**config.mk**
```make
export PLATFORM = sky130hd
export DESIGN_NAME = ysyx_25020047_mem_arbiter
export DESIGN_NICKNAME = d
export VERILOG_FILES = /design/src/rtl/ysyx_25020047_mem_arbiter.sv
export SDC_FILE = /design/constraint.sdc
export NUM_CORES = 1
export LEC_CHECK = 0
export BUFFER_PORTS_ARGS = -buffer_cell sky130_fd_sc_hd__buf_2
export CAP_MARGIN = 0
export CORE_ASPECT_RATIO = 2
export CORE_MARGIN = 2
export CORE_UTILIZATION = 45
export CTS_CLUSTER_SIZE = 28
export DETAILED_ROUTE_END_ITERATION = 7
export PLACE_DENSITY = 0.89
export SLEW_MARGIN = 40
export SYNTH_ARGS = -nofsm -noshare
export SYNTH_HDL_FRONTEND = slang
export SYNTH_SLANG_ARGS = --single-unit
```
**constraint.sdc**
```tcl
create_clock -name clk -period 9.6 [get_ports clk]
set_clock_uncertainty 0.2 [all_clocks]
set_input_delay 0 -clock clk [delete_from_list [all_inputs] [get_ports clk]]
set_output_delay 0 -clock clk [all_outputs]
set_load 0.03 [all_outputs]
```
**src/rtl/ysyx_25020047_mem_arbiter.sv**
```systemverilog
// Round-robin arbiter sharing one single-port memory between the IFU and LSU.
// One transaction in flight at a time; hung transactions end in an error response.
module ysyx_25020047_mem_arbiter #(
  parameter int ADDR_W         = 32,
  parameter int DATA_W         = 32,
  parameter int TIMEOUT_CYCLES = 256
) (
  input  logic                clk,
  input  logic                rst,

  input  logic                ifu_req_valid,
  input  logic [ADDR_W-1:0]   ifu_req_addr,
  output logic                ifu_req_ready,
  output logic                ifu_resp_valid,
  output logic [DATA_W-1:0]   ifu_resp_rdata,
  output logic                ifu_resp_err,

  input  logic                lsu_req_valid,
  input  logic                lsu_req_we,
  input  logic [ADDR_W-1:0]   lsu_req_addr,
  input  logic [DATA_W-1:0]   lsu_req_wdata,
  input  logic [DATA_W/8-1:0] lsu_req_wmask,
  output logic                lsu_req_ready,
  output logic                lsu_resp_valid,
  output logic [DATA_W-1:0]   lsu_resp_rdata,
  output logic                lsu_resp_err,

  output logic                mem_req_valid,
  input  logic                mem_req_ready,
  output logic                mem_req_we,
  output logic [ADDR_W-1:0]   mem_req_addr,
  output logic [DATA_W-1:0]   mem_req_wdata,
  output logic [DATA_W/8-1:0] mem_req_wmask,
  input  logic                mem_resp_valid,
  input  logic [DATA_W-1:0]   mem_resp_rdata
);

  localparam int MASK_W = DATA_W / 8;
  localparam int CNT_W  = $clog2(TIMEOUT_CYCLES + 1);

  localparam logic [1:0] S_IDLE  = 2'd0;
  localparam logic [1:0] S_ISSUE = 2'd1;
  localparam logic [1:0] S_WAIT  = 2'd2;

  localparam logic OWNER_IFU = 1'b0;
  localparam logic OWNER_LSU = 1'b1;

  logic [1:0]        state;
  logic              last_owner;
  logic              owner;
  logic              req_we;
  logic [ADDR_W-1:0] req_addr;
  logic [DATA_W-1:0] req_wdata;
  logic [MASK_W-1:0] req_wmask;
  logic [CNT_W-1:0]  tmo_cnt;

  logic              grant_ifu;
  logic              grant_lsu;
  logic              accept;
  logic              busy;
  logic              resp_hit;
  logic              timed_out;
  logic              finish;
  logic              finish_err;
  logic [DATA_W-1:0] finish_rdata;

  // On conflict the requester that did not own the previous transaction wins.
  always_comb begin
    grant_lsu = lsu_req_valid && (!ifu_req_valid || (last_owner == OWNER_IFU));
    grant_ifu = ifu_req_valid && !grant_lsu;
  end

  assign ifu_req_ready = (state == S_IDLE) && grant_ifu;
  assign lsu_req_ready = (state == S_IDLE) && grant_lsu;
  assign accept        = ifu_req_ready || lsu_req_ready;

  // A real response in WAIT takes priority over a coincident timeout.
  always_comb begin
    busy         = (state == S_ISSUE) || (state == S_WAIT);
    resp_hit     = (state == S_WAIT) && mem_resp_valid;
    timed_out    = busy && (tmo_cnt == CNT_W'(TIMEOUT_CYCLES));
    finish       = resp_hit || timed_out;
    finish_err   = !resp_hit;
    finish_rdata = (resp_hit && !req_we) ? mem_resp_rdata : '0;
  end

  assign mem_req_valid = (state == S_ISSUE);
  assign mem_req_we    = req_we;
  assign mem_req_addr  = req_addr;
  assign mem_req_wdata = req_wdata;
  assign mem_req_wmask = req_wmask;

  always_ff @(posedge clk or posedge rst) begin
    if (rst) begin
      state          <= S_IDLE;
      last_owner     <= OWNER_IFU;
      owner          <= OWNER_IFU;
      req_we         <= 1'b0;
      req_addr       <= '0;
      req_wdata      <= '0;
      req_wmask      <= '0;
      tmo_cnt        <= '0;
      ifu_resp_valid <= 1'b0;
      ifu_resp_rdata <= '0;
      ifu_resp_err   <= 1'b0;
      lsu_resp_valid <= 1'b0;
      lsu_resp_rdata <= '0;
      lsu_resp_err   <= 1'b0;
    end else begin
      ifu_resp_valid <= 1'b0;
      ifu_resp_err   <= 1'b0;
      lsu_resp_valid <= 1'b0;
      lsu_resp_err   <= 1'b0;

      if (finish) begin
        if (owner == OWNER_LSU) begin
          lsu_resp_valid <= 1'b1;
          lsu_resp_err   <= finish_err;
          lsu_resp_rdata <= finish_rdata;
        end else begin
          ifu_resp_valid <= 1'b1;
          ifu_resp_err   <= finish_err;
          ifu_resp_rdata <= finish_rdata;
        end
        last_owner <= owner;
        state      <= S_IDLE;
      end else begin
        case (state)
          S_IDLE: begin
            if (accept) begin
              owner     <= lsu_req_ready ? OWNER_LSU : OWNER_IFU;
              req_we    <= lsu_req_ready && lsu_req_we;
              req_addr  <= lsu_req_ready ? lsu_req_addr : ifu_req_addr;
              req_wdata <= lsu_req_ready ? lsu_req_wdata : '0;
              req_wmask <= (lsu_req_ready && lsu_req_we) ? lsu_req_wmask : '0;
              tmo_cnt   <= '0;
              state     <= S_ISSUE;
            end
          end
          S_ISSUE: begin
            tmo_cnt <= tmo_cnt + CNT_W'(1);
            if (mem_req_ready) state <= S_WAIT;
          end
          S_WAIT: begin
            tmo_cnt <= tmo_cnt + CNT_W'(1);
          end
          default: state <= S_IDLE;
        endcase
      end
    end
  end

endmodule

```
==> results.json, run 1 <==
{
  "syn_area_per_cell_um2": 12.75,
  "finalHoldViolations": 0,
  "fin_tns_setup_ns": 0,
  "post_cts_resized": 0,
  "synth_seq_area_share_pct": 59.96,
  "setup_viol": 0,
  "cp_top_family": "compound AO/OA/AOI/OAI gates",
  "numClockSinks": 150,
  "die_h_um": 170.8,
  "hp-start": "ifu_req_valid",
  "relSlewSlack_pct": 49.86,
  "vias": 5736,
  "grt_max_degree": 92,
  "drv_slew": 0,
  "status": "finished, final reports clean",
  "avgRoutedWirePerCell_um": 19.08,
  "instances_no_fill": 1076,
  "yosys_register_bits": 150,
  "fmax_mhz": 305.5,
  "p_leak_nw": 5.279,
  "grt_setup_unrepaired": "no",
  "area_delta_synth_final_pct": 57.09,
  "place_hpwl_um": 11250,
  "via_per_inst": 5.331,
  "slowest_delay_ns": 0.57,
  "synth_top_area_share_pct": 59.96,
  "drc": 0,
  "crit-reg2reg-launch": "state[0]$_DFFE_PP0P_",
  "cap_violations": 0,
  "fin_nets": 1048,
  "ys_warn_count": 0,
  "synth_edf_count": 0,
  "synthMostInstantiatedCell": "dfrtp_1",
  "io_pins": 279,
  "yosysTopAreaCell": "dfrtp_1",
  "grt_pass1_vias": 6030,
  "criticalPathCategory": "reg2reg",
  "critPathBufInv": 2,
  "power_density_nw_per_um2": 304.1,
  "die_w_um": 87.40,
  "rows": 61,
  "grt-ovfl-total": 0,
  "drive_gt1_share_pct": 42.09,
  "wl_um": 20540,
  "coreArea_um2": 13740,
  "place_congestion": 0.7764,
  "ant_nets": 0,
  "clkLatencyLatePin_ns": 0.42,
  "slowest_stage": "dlygate4sd3_1",
  "synth_ff_type": "dfrtp_1",
  "crit_start": "state[0]$_DFFE_PP0P_",
  "crit_path_start_kind": "register",
  "pre_cts_ws_ns": 6.479,
  "start_util_pct": 45.56,
  "cp.required_ns": 9.69,
  "period_share_pct": 34.09,
  "dr.pass1.iters": 5,
  "root_buffer": "clkbuf_16",
  "synth_area_leaders": "dfrtp_1 60%, mux2_2 11%, mux2i_1 5.6%",
  "drtIter0Drc": 244,
  "postSynth.asyncResetShare_pct": 100.0,
  "cts-buffers-inserted": 17,
  "fin_ws_ns": 6.327,
  "clkTransAtPathRegs_ns": 0.07,
  "layout_min_cycle_time_ns": 3.273,
  "die_area_um2": 14930,
  "htree_levels": 4,
  "place_inst": 900,
  "ir_worst_vdd_uv": 201.4,
  "synthTopCellsByCount": "150 x dfrtp_1, 61 x mux2_2, 40 x a21oi_1",
  "clockBufferDepth": 2,
  "synth.distinct_cells": 37,
  "grt_antenna_before_repair": 2,
  "worst_pin_slew_ns": 0.7495,
  "syn-num-nets": 635,
  "crit_chain": "inv_1, ha_1, nor4b_2, a31oi_1, nand2_2, a32o_1, dlygate4sd3_1",
  "hold_class": "in2reg",
  "io_buffers": 278,
  "syn_inst": 491,
  "grt_first_pass_wirelength_um": 30900,
  "syn-cell-area_um2": 6260,
  "path_max_fanout": 38,
  "cts_tree": "done",
  "end_kind": "register",
  "worstPathArrival_ns": 3.36,
  "track_usage_pct": 27.21
}
==> tightest hold or removal path: cells and delay by family <==
kind	cells	cell delay, ns
AOI/OAI and AO/OA	4	0.50
buffers and inverters	1	0.12
==> flip-flops by register name (all words and copies together), names as in the netlist, 2 cells and up <==
register / flops
ifu_resp_rdata: 32
lsu_resp_rdata: 32
mem_req_addr: 32
mem_req_wdata: 32
mem_req_wmask: 4
state: 2
tmo_cnt: 9
==> layout by cell type, fill, tap and decap left out, drive strengths merged <==
cell,count
buf,281
dfrtp,150
dlygate4sd3,142
mux2,64
a21oi,40
nor2,40
mux2i,35
and2,34
a22o,33
clkbuf,18
inv,15
nand2,10
o31ai,7
a32o,5
ha,5
nor3,4
or4,4
o21ai,4
nand3,4
clkinv,4
diode,2
or3,2
clkinvlp,2
bufinv,2
nor4b,1
a31o,1
nor3b,1
nand4,1
o21a,1
a31oi,1
a311oi,1
nor2b,1
a21o,1
or2,1
nand3b,1
a211o,1
==> layer usage <==
metal	track usage (%)	part of all wire, %	vias up
met4	14.78	3.4	0
met1	30.66	38	2789
met3	7.139	8.4	40
li1	-	-	2578
met5	0	0	-
met2	45.98	50	329
==> final timing paths <==
| path | cells after the start | slack, ns | to |
|---|---|---|---|
| max | 7 | 6.33 | mem_req_wmask[1]$_DFFE_PP0P_ |
| min | 5 | 0.04 | tmo_cnt[2]$_DFFE_PP0P_ |
| max reg2reg | 7 | 6.33 | mem_req_wmask[1]$_DFFE_PP0P_ |
| min reg2reg | 1 | 0.29 | ifu_resp_rdata[28]$_DFFE_PP0P_ |
| max in group asynchronous | 5 | 7.38 | mem_req_addr[11]$_DFFE_PP0P_ |
| min in group asynchronous | 4 | 0.63 | lsu_resp_rdata[29]$_DFFE_PP0P_ |
==> logic make-up (layout without fill, tap and decap cells) <==
| kind of cell | count (synthesis) | count (layout) | synth area share (%) |
|---|---|---|---|
| AOI/OAI and AO/OA | 95 | 95 | 10.63 |
| adders and majority gates | 5 | 5 | 0.9994 |
| buffers and inverters | 38 | 464 | 2.718 |
| DFF | 150 | 150 | 59.96 |
| muxes | 99 | 99 | 17.11 |
| other | 0 | 2 | 0 |
| and+or+nand+nor | 104 | 104 | 8.575 |
==> report_power, final <==
part           internal (W)  total [W]  switching [W]
Clock              0.000390   0.000673       0.000284
Sequential         0.000847   0.000985       0.000138
Combinational      0.000472    0.00133       0.000860
==> stage by stage <==
stage / hold WS [ns] / utilization (%) / total power, W / cell area [um^2]
floorplan: -0.06747 / - / 0.001822 / 6260
global placement: -0.1118 / 56.49 / 0.002134 / 7761
detailed placement: -0.09139 / 56.83 / 0.002183 / 7807
CTS: 0.007024 / 71.48 / 0.002947 / 9821
global route: 0.07017 / 71.58 / 0.003131 / 9833
finish: 0.04198 / 71.58 / 0.002990 / 9833
==> final cells by class <==
type	instances	area, um^2
Antenna cell	2	5.005
Clock buffer	17	425.4
Clock inverter	15	166.4
Fill cell	882	3905
Inverter	8	35.03
Multi-Input combinational cell	303	2382
Sequential cell	150	3754
Tap cell	157	196.4
Timing Repair Buffer	424	2869
==> what timing repair did <==
item,in CTS,in global routing
hold endpoints to repair,199,0
hold buffers,142,0
buffers inserted,0,0
Note: power is estimated with default switching activity, not from simulation.
==> run 2, diff against run 1 <==
--- a/config.mk
+++ b/config.mk
@@ -9,7 +9,7 @@
 export CAP_MARGIN = 0
 export CORE_ASPECT_RATIO = 2
 export CORE_MARGIN = 2
-export CORE_UTILIZATION = 45
+export CORE_UTILIZATION = 43
 export CTS_CLUSTER_SIZE = 28
 export DETAILED_ROUTE_END_ITERATION = 7
 export PLACE_DENSITY = 0.89
==> constraint.sdc (replaced) <==
create_clock -name clk -period 2.8 [get_ports clk]
set_clock_uncertainty 0.2 [all_clocks]
set_input_delay 0 -clock clk [delete_from_list [all_inputs] [get_ports clk]]
set_output_delay 0 -clock clk [all_outputs]
set_load 0.03 [all_outputs]
==> results.json, run 2 (synthesis gave the netlist of run 1 again) <==
{
  "status": "finished, final reports clean",
  "grt_antenna_before_repair": 0,
  "worstHoldPathCells": 3,
  "regToRegSetupSlack_ns": 0.17,
  "r2r_end": "mem_req_addr[24]$_DFFE_PP0P_",
  "finalHoldViolations": 0,
  "power_frac_seq_pct": 32.8,
  "die_h_um": 174.6,
  "drc": 0,
  "drv_slew": 0,
  "die_w_um": 89.32,
  "fmax_mhz": 380.3,
  "end_kind": "register",
  "coreArea_um2": 14270,
  "worst_pin_slew_ns": 0.6629,
  "ant_nets": 0,
  "hp-start": "lsu_req_wdata[28]",
  "multi_input_area_um2": 2372,
  "grt_setup_unrepaired": "no",
  "netSwitchingFraction_pct": 42.17,
  "crit_path_start_kind": "register",
  "path_max_fanout": 33,
  "final_cell_area_um2": 9930,
  "via_per_inst": 5.167,
  "ir_worst_vdd_uv": 669.9,
  "drtIter0Drc": 233,
  "placement.cell_area_um2": 7946,
  "numClockSinks": 150,
  "io_pins": 279,
  "cap_violations": 0,
  "layout_min_cycle_time_ns": 2.629,
  "drive_gt1_share_pct": 42.59,
  "period_share_pct": 93.91,
  "hold_class": "in2reg",
  "criticalPathCategory": "reg2reg",
  "power_frac_clock_pct": 21.8,
  "final_common_cell": "buf_2",
  "power_density_nw_per_um2": 1027,
  "wl_um": 20480,
  "grt_first_pass_wirelength_um": 31210,
  "io_buffers": 278,
  "worstPathArrival_ns": 2.71,
  "avgRoutedWirePerCell_um": 18.33,
  "track_usage_pct": 26.39,
  "htree_levels": 4,
  "n_antenna_cell": 0,
  "cts-buffers-inserted": 17,
  "cp.required_ns": 2.88,
  "root_buffer": "clkbuf_16",
  "clkTransAtPathRegs_ns": 0.06,
  "p_leak_nw": 5.289,
  "place_congestion": 0.9121,
  "worstHoldEndpoint": "mem_req_wdata[28]$_DFFE_PP0P_",
  "p_switching_w": 0.004301,
  "dr.pass1.iters": 4,
  "grt_max_degree": 74,
  "grt-ovfl-total": 0,
  "post_cts_buffers": 0,
  "intPower_w": 0.005900,
  "p_comb_share_pct": 45.3,
  "vias": 5772,
  "layout_common_cells": "278 x buf_2, 150 x dfrtp_1, 140 x dlygate4sd3_1",
  "regArea_um2": 3754,
  "place_hpwl_um": 11740,
  "fin_tns_setup_ns": 0,
  "fin_nets": 1056,
  "area_delta_synth_final_pct": 58.62,
  "clkLatencyLatePin_ns": 0.41,
  "cts_tree": "done",
  "r2r.worst_path.cells": 7,
  "fillCellCount": 982,
  "setup_viol": 0,
  "start_util_pct": 43.86,
  "die_area_um2": 15600,
  "clockBufferDepth": 2,
  "relSlewSlack_pct": 55.70,
  "crit-reg2reg-launch": "state[1]$_DFFE_PP0P_",
  "grt_pass1_vias": 6353,
  "rows": 62
}
run 2: cell type report:
class                      count  share of cell area [%]
clock buffer                  18                   4.322
clock inverter                14                   1.537
inverter                       8                  0.3402
multi-input combinational    303                   23.89
sequential                   150                   37.80
tap                          192                   2.419
timing repair buffer         432                   29.69
run 2: layer usage:
layer | track usage, % | wire, um | vias to the layer above
li1 | - | - | 2598
met4 | 15.17 | 1022 | 0
met2 | 47.93 | 11400 | 268
met1 | 26.36 | 7005 | 2840
met3 | 5.574 | 1050 | 66
met5 | 0 | 0 | -
run 2: how the worst max path moves through the flow:
stage                               startpoint                        endpoint  slack (ns)
final                     state[1]$_DFFE_PP0P_    mem_req_addr[24]$_DFFE_PP0P_        0.17
after global routing      state[1]$_DFFE_PP0P_     mem_req_addr[4]$_DFFE_PP0P_        0.02
after CTS                 state[1]$_DFFE_PP0P_    mem_req_addr[28]$_DFFE_PP0P_        0.21
after detailed placement  state[1]$_DFFE_PP0P_  lsu_resp_rdata[29]$_DFFE_PP0P_        0.33
after global placement    state[1]$_DFFE_PP0P_   mem_req_wdata[23]$_DFFE_PP0P_        0.11
after floorplan           state[1]$_DFFE_PP0P_   ifu_resp_rdata[0]$_DFFE_PP0P_        0.51
run 2: power by group through the flow:
stage	registers, W	clock network [W]	logic, W
3_3_place_gp	0.00331	0	0.00416
2_1_floorplan	0.00466	0	0.00159
3_5_place_dp	0.00333	0	0.00429
4_1_cts	0.00331	0.00227	0.00455
6_report	0.00335	0.00223	0.00462
5_1_grt	0.00342	0.00238	0.00491
run 2: what timing repair did:
item                                    CTS  global route
endpoints found under the hold margin   291             0
gates resized for setup                   0             0
endpoints found under the setup margin    0             0
hold buffers                            140             0
run 2: metrics by stage:
| stage | setup slack (ns) | hold slack (ns) | cells | utilization [%] | total power [W] |
|---|---|---|---|---|---|
| floorplan | 0.5081 | -0.06747 | 491 | - | 0.006248 |
| global placement | 0.1057 | -0.1525 | 945 | 55.60 | 0.007472 |
| detailed placement | 0.3312 | -0.1471 | 945 | 55.67 | 0.007617 |
| CTS | 0.2128 | 0.1162 | 1117 | 69.57 | 0.01013 |
| global route | 0.01741 | 0.1395 | 1117 | 69.57 | 0.01071 |
| finish | 0.1705 | 0.1383 | 1117 | 69.57 | 0.01020 |
run 2: worst max-delay path: stages, from the launching register on:
cell           delay [ns]
dfrtp_1              0.37
inv_1                0.07
ha_1                 0.27
nand3_2              0.14
buf_4                0.49
mux2i_1              0.28
dlygate4sd3_1        0.58
a21oi_1              0.08
==> run 3, diff against run 2 <==
==> config.mk (replaced) <==
export PLATFORM = sky130hd
export DESIGN_NAME = ysyx_25020047_mem_arbiter
export DESIGN_NICKNAME = d
export VERILOG_FILES = /design/src/rtl/ysyx_25020047_mem_arbiter.sv
export SDC_FILE = /design/constraint.sdc
export NUM_CORES = 1
export LEC_CHECK = 0
export CAP_MARGIN = 0
export CORE_ASPECT_RATIO = 2
export CORE_UTILIZATION = 45
export CTS_CLUSTER_SIZE = 28
export DETAILED_ROUTE_END_ITERATION = 7
export DONT_BUFFER_PORTS = 1
export PLACE_DENSITY = 0.72
export SLEW_MARGIN = 40
export SYNTH_ARGS = -nofsm -noshare
export SYNTH_HDL_FRONTEND = slang
export SYNTH_SLANG_ARGS = --single-unit
==> constraint.sdc (replaced) <==
create_clock -name clk -period 2.7 [get_ports clk]
set_clock_uncertainty 0.2 [all_clocks]
set_input_delay 0 -clock clk [delete_from_list [all_inputs] [get_ports clk]]
set_output_delay 0 -clock clk [all_outputs]
set_load 0.03 [all_outputs]
==> results.json, run 3 <==
{
  "io_buffers": 0,
  "post_cts_resized": 0,
  "synth.distinct_cells": 37,
  "stop_stage": "clock tree synthesis (4_1_cts)",
  "start_util_pct": 46.32,
  "place_hpwl_um": 9506,
  "synth_seq_area_share_pct": 59.96,
  "synth_area_leaders": "dfrtp_1 60%, mux2_2 11%, mux2i_1 5.6%",
  "synthTopCellsByCount": "150 x dfrtp_1, 61 x mux2_2, 40 x a21oi_1",
  "place_inst": 625,
  "yosys_register_bits": 150,
  "die_w_um": 85.40,
  "synth_top_area_share_pct": 59.96,
  "ys_warn_count": 0,
  "yosysTopAreaCell": "dfrtp_1",
  "syn_inst": 491,
  "numClockSinks": 150,
  "rows": 60,
  "io_pins": 279,
  "cts-buffers-inserted": 17,
  "hold_buffers": 132,
  "syn-num-nets": 635,
  "synth_edf_count": 0,
  "place_congestion": 0.8224,
  "postSynth.asyncResetShare_pct": 100.0,
  "syn_area_per_cell_um2": 12.75,
  "status": "stopped before the end",
  "tool.error": "[ERROR RSZ-0060] Max buffer count reached.",
  "root_buffer": "clkbuf_16",
  "post_cts_buffers": 0,
  "clockBufferDepth": 2,
  "placement.cell_area_um2": 6474,
  "die_h_um": 168.8,
  "synth_ff_type": "dfrtp_1",
  "htree_levels": 4,
  "syn-cell-area_um2": 6260,
  "synthMostInstantiatedCell": "dfrtp_1"
}
==> run 3: cell counts after synthesis <==
No cell type changed its count.
==> run 3: cells by family after synthesis <==
logic type	after synthesis	synth area share (%)
simple gates	104	8.575
buf+inv	38	2.718
fa+ha+maj	5	0.9994
compound gates	95	10.63
mux	99	17.11
flops	150	59.96
==> run 3: through the flow <==
step                setup slack [ns]  hold WS [ns]
global placement              0.3001      -0.06616
floorplan                     0.4081      -0.06747
detailed placement            0.2330      -0.06360
==> run 4, diff against run 3 <==
--- a/config.mk
+++ b/config.mk
@@ -6,12 +6,10 @@
 export NUM_CORES = 1
 export LEC_CHECK = 0
 export CAP_MARGIN = 0
-export CORE_ASPECT_RATIO = 2
-export CORE_UTILIZATION = 45
-export CTS_CLUSTER_SIZE = 28
+export CORE_UTILIZATION = 30
 export DETAILED_ROUTE_END_ITERATION = 7
 export DONT_BUFFER_PORTS = 1
-export PLACE_DENSITY = 0.72
+export PLACE_DENSITY_LB_ADDON = 0.15
 export SLEW_MARGIN = 40
 export SYNTH_ARGS = -nofsm -noshare
 export SYNTH_HDL_FRONTEND = slang
==> results.json, run 4 (synthesis gave the netlist of run 1 again) <==
{
  "r2r.worst_path.cells": 7,
  "finalHoldViolations": 0,
  "grt_antenna_before_repair": 0,
  "grt_max_degree": 151,
  "place_congestion": 0.7791,
  "slowest_stage": "dlygate4sd3_1",
  "grt_first_pass_wirelength_um": 26440,
  "clockBufferDepth": 2,
  "slowest_delay_ns": 0.58,
  "hp-start": "lsu_req_wdata[7]",
  "relSlewSlack_pct": 55.64,
  "io_buffers": 0,
  "post_cts_buffers": 0,
  "via_per_inst": 4.882,
  "track_usage_pct": 15.99,
  "ant_nets": 0,
  "setup_viol": 0,
  "htree_levels": 4,
  "power_density_nw_per_um2": 1119,
  "end_kind": "register",
  "period_share_pct": 92.55,
  "grt_setup_unrepaired": "no",
  "final_util_pct": 42.57,
  "path_max_fanout": 33,
  "clkLatencyLatePin_ns": 0.41,
  "io_pins": 279,
  "hold_class": "in2reg",
  "final_common_cell": "dfrtp_1",
  "p_leak_nw": 4.082,
  "drtIter0Drc": 152,
  "cts_tree": "done",
  "criticalPathCategory": "reg2reg",
  "vias": 4487,
  "critPathBufInv": 3,
  "fin_hold_ws_ns": 0.04748,
  "numClockSinks": 150,
  "coreArea_um2": 20360,
  "worstHoldPathCells": 2,
  "cp_top_family": "buffers and inverters",
  "drive_gt1_share_pct": 18.34,
  "fin_tns_setup_ns": 0,
  "die_h_um": 146.5,
  "pre_cts_ws_ns": 0.1417,
  "fmax_mhz": 400.2,
  "clkTransAtPathRegs_ns": 0.07,
  "worstPathArrival_ns": 2.59,
  "fillCellCount": 1827,
  "crit_chain": "inv_1, ha_1, nand3_2, buf_6, mux2i_1, dlygate4sd3_1, a21oi_1",
  "crit_path_start_kind": "register",
  "grt-ovfl-total": 0,
  "place_hpwl_um": 10610,
  "setup.worst_path.end": "mem_req_addr[27]$_DFFE_PP0P_",
  "ir_worst_vdd_uv": 450.8,
  "drv_slew": 0,
  "avgRoutedWirePerCell_um": 18.22,
  "r2r_end": "mem_req_addr[27]$_DFFE_PP0P_",
  "cp.required_ns": 2.79,
  "crit-reg2reg-launch": "state[1]$_DFFE_PP0P_",
  "dr.pass1.iters": 4,
  "worst_pin_slew_ns": 0.6675,
  "status": "finished, final reports clean",
  "regToRegSetupSlack_ns": 0.20,
  "die_area_um2": 21450,
  "rows": 52,
  "cap_violations": 0,
  "start_util_pct": 30.74,
  "area_delta_synth_final_pct": 38.50,
  "fin_ws_ns": 0.2013,
  "crit_start": "state[1]$_DFFE_PP0P_",
  "fin_nets": 781,
  "cts-buffers-inserted": 17,
  "n_antenna_cell": 0,
  "grt_pass1_vias": 4813,
  "drc": 0,
  "root_buffer": "clkbuf_16",
  "layout_min_cycle_time_ns": 2.499,
  "layout_common_cells": "150 x dfrtp_1, 141 x dlygate4sd3_1, 61 x mux2_2",
  "die_w_um": 146.5,
  "cp_num_cells": 7,
  "wl_um": 16740
}
==> run 4: area by class of cell <==
| cell class | count | area (um^2) | area share, % |
|---|---|---|---|
| flip-flops and latches | 150 | 3754 | 43.30 |
| multi-input cells | 303 | 2374 | 27.38 |
| repair buffers | 157 | 1605 | 18.52 |
| clock buffers | 17 | 425.4 | 4.907 |
| well taps | 270 | 337.8 | 3.897 |
| clock inverters | 14 | 140.1 | 1.616 |
| inverters | 8 | 33.78 | 0.3897 |
==> run 4: timing repair <==
action                                 4_1_cts  5_1_grt
setup endpoints to repair                    0        6
resized for setup                            0        2
hold buffers                               140        1
endpoints found under the hold margin      296       58
==> run 4: worst min path at each step <==
| stage | endpoint | slack (ns) |
|---|---|---|
| after floorplan | mem_req_wdata[25]$_DFFE_PP0P_ | -0.07 |
| after global placement | mem_req_wdata[9]$_DFFE_PP0P_ | -0.07 |
| after detailed placement | mem_req_wdata[3]$_DFFE_PP0P_ | -0.06 |
| after CTS | mem_req_wdata[31]$_DFFE_PP0P_ | 0.02 |
| after global routing | mem_req_wdata[7]$_DFFE_PP0P_ | 0.02 |
| final | mem_req_wdata[7]$_DFFE_PP0P_ | 0.05 |
==> run 4: layer usage <==
metal  share of wire (%)  wire [um]  up-vias  GRT usage (%)
met5                   0          0        -              0
met4                 1.9        325        0          6.406
met3                 9.6       1604       22          6.875
met2                  51       8526      234          27.86
met1                  38       6286     2189          16.94
li1                    -          -     2042              -
==> run 4: where the power goes <==
part           total [W]  internal, W  switching (W)
Clock            0.00230      0.00129        0.00101
Sequential       0.00502      0.00299        0.00203
Combinational    0.00239      0.00119        0.00120
Total            0.00970      0.00547        0.00424
==> run 4: per-stage QoR <==
| step | std cells | area, um^2 | total power [W] |
|---|---|---|---|
| after floorplan | 491 | 6264 | 0.006479 |
| after global placement | 746 | 6650 | 0.007061 |
| after detailed placement | 746 | 6655 | 0.007153 |
| after CTS | 917 | 8622 | 0.009783 |
| after global routing | 919 | 8670 | 0.01027 |
| final | 919 | 8670 | 0.009705 |
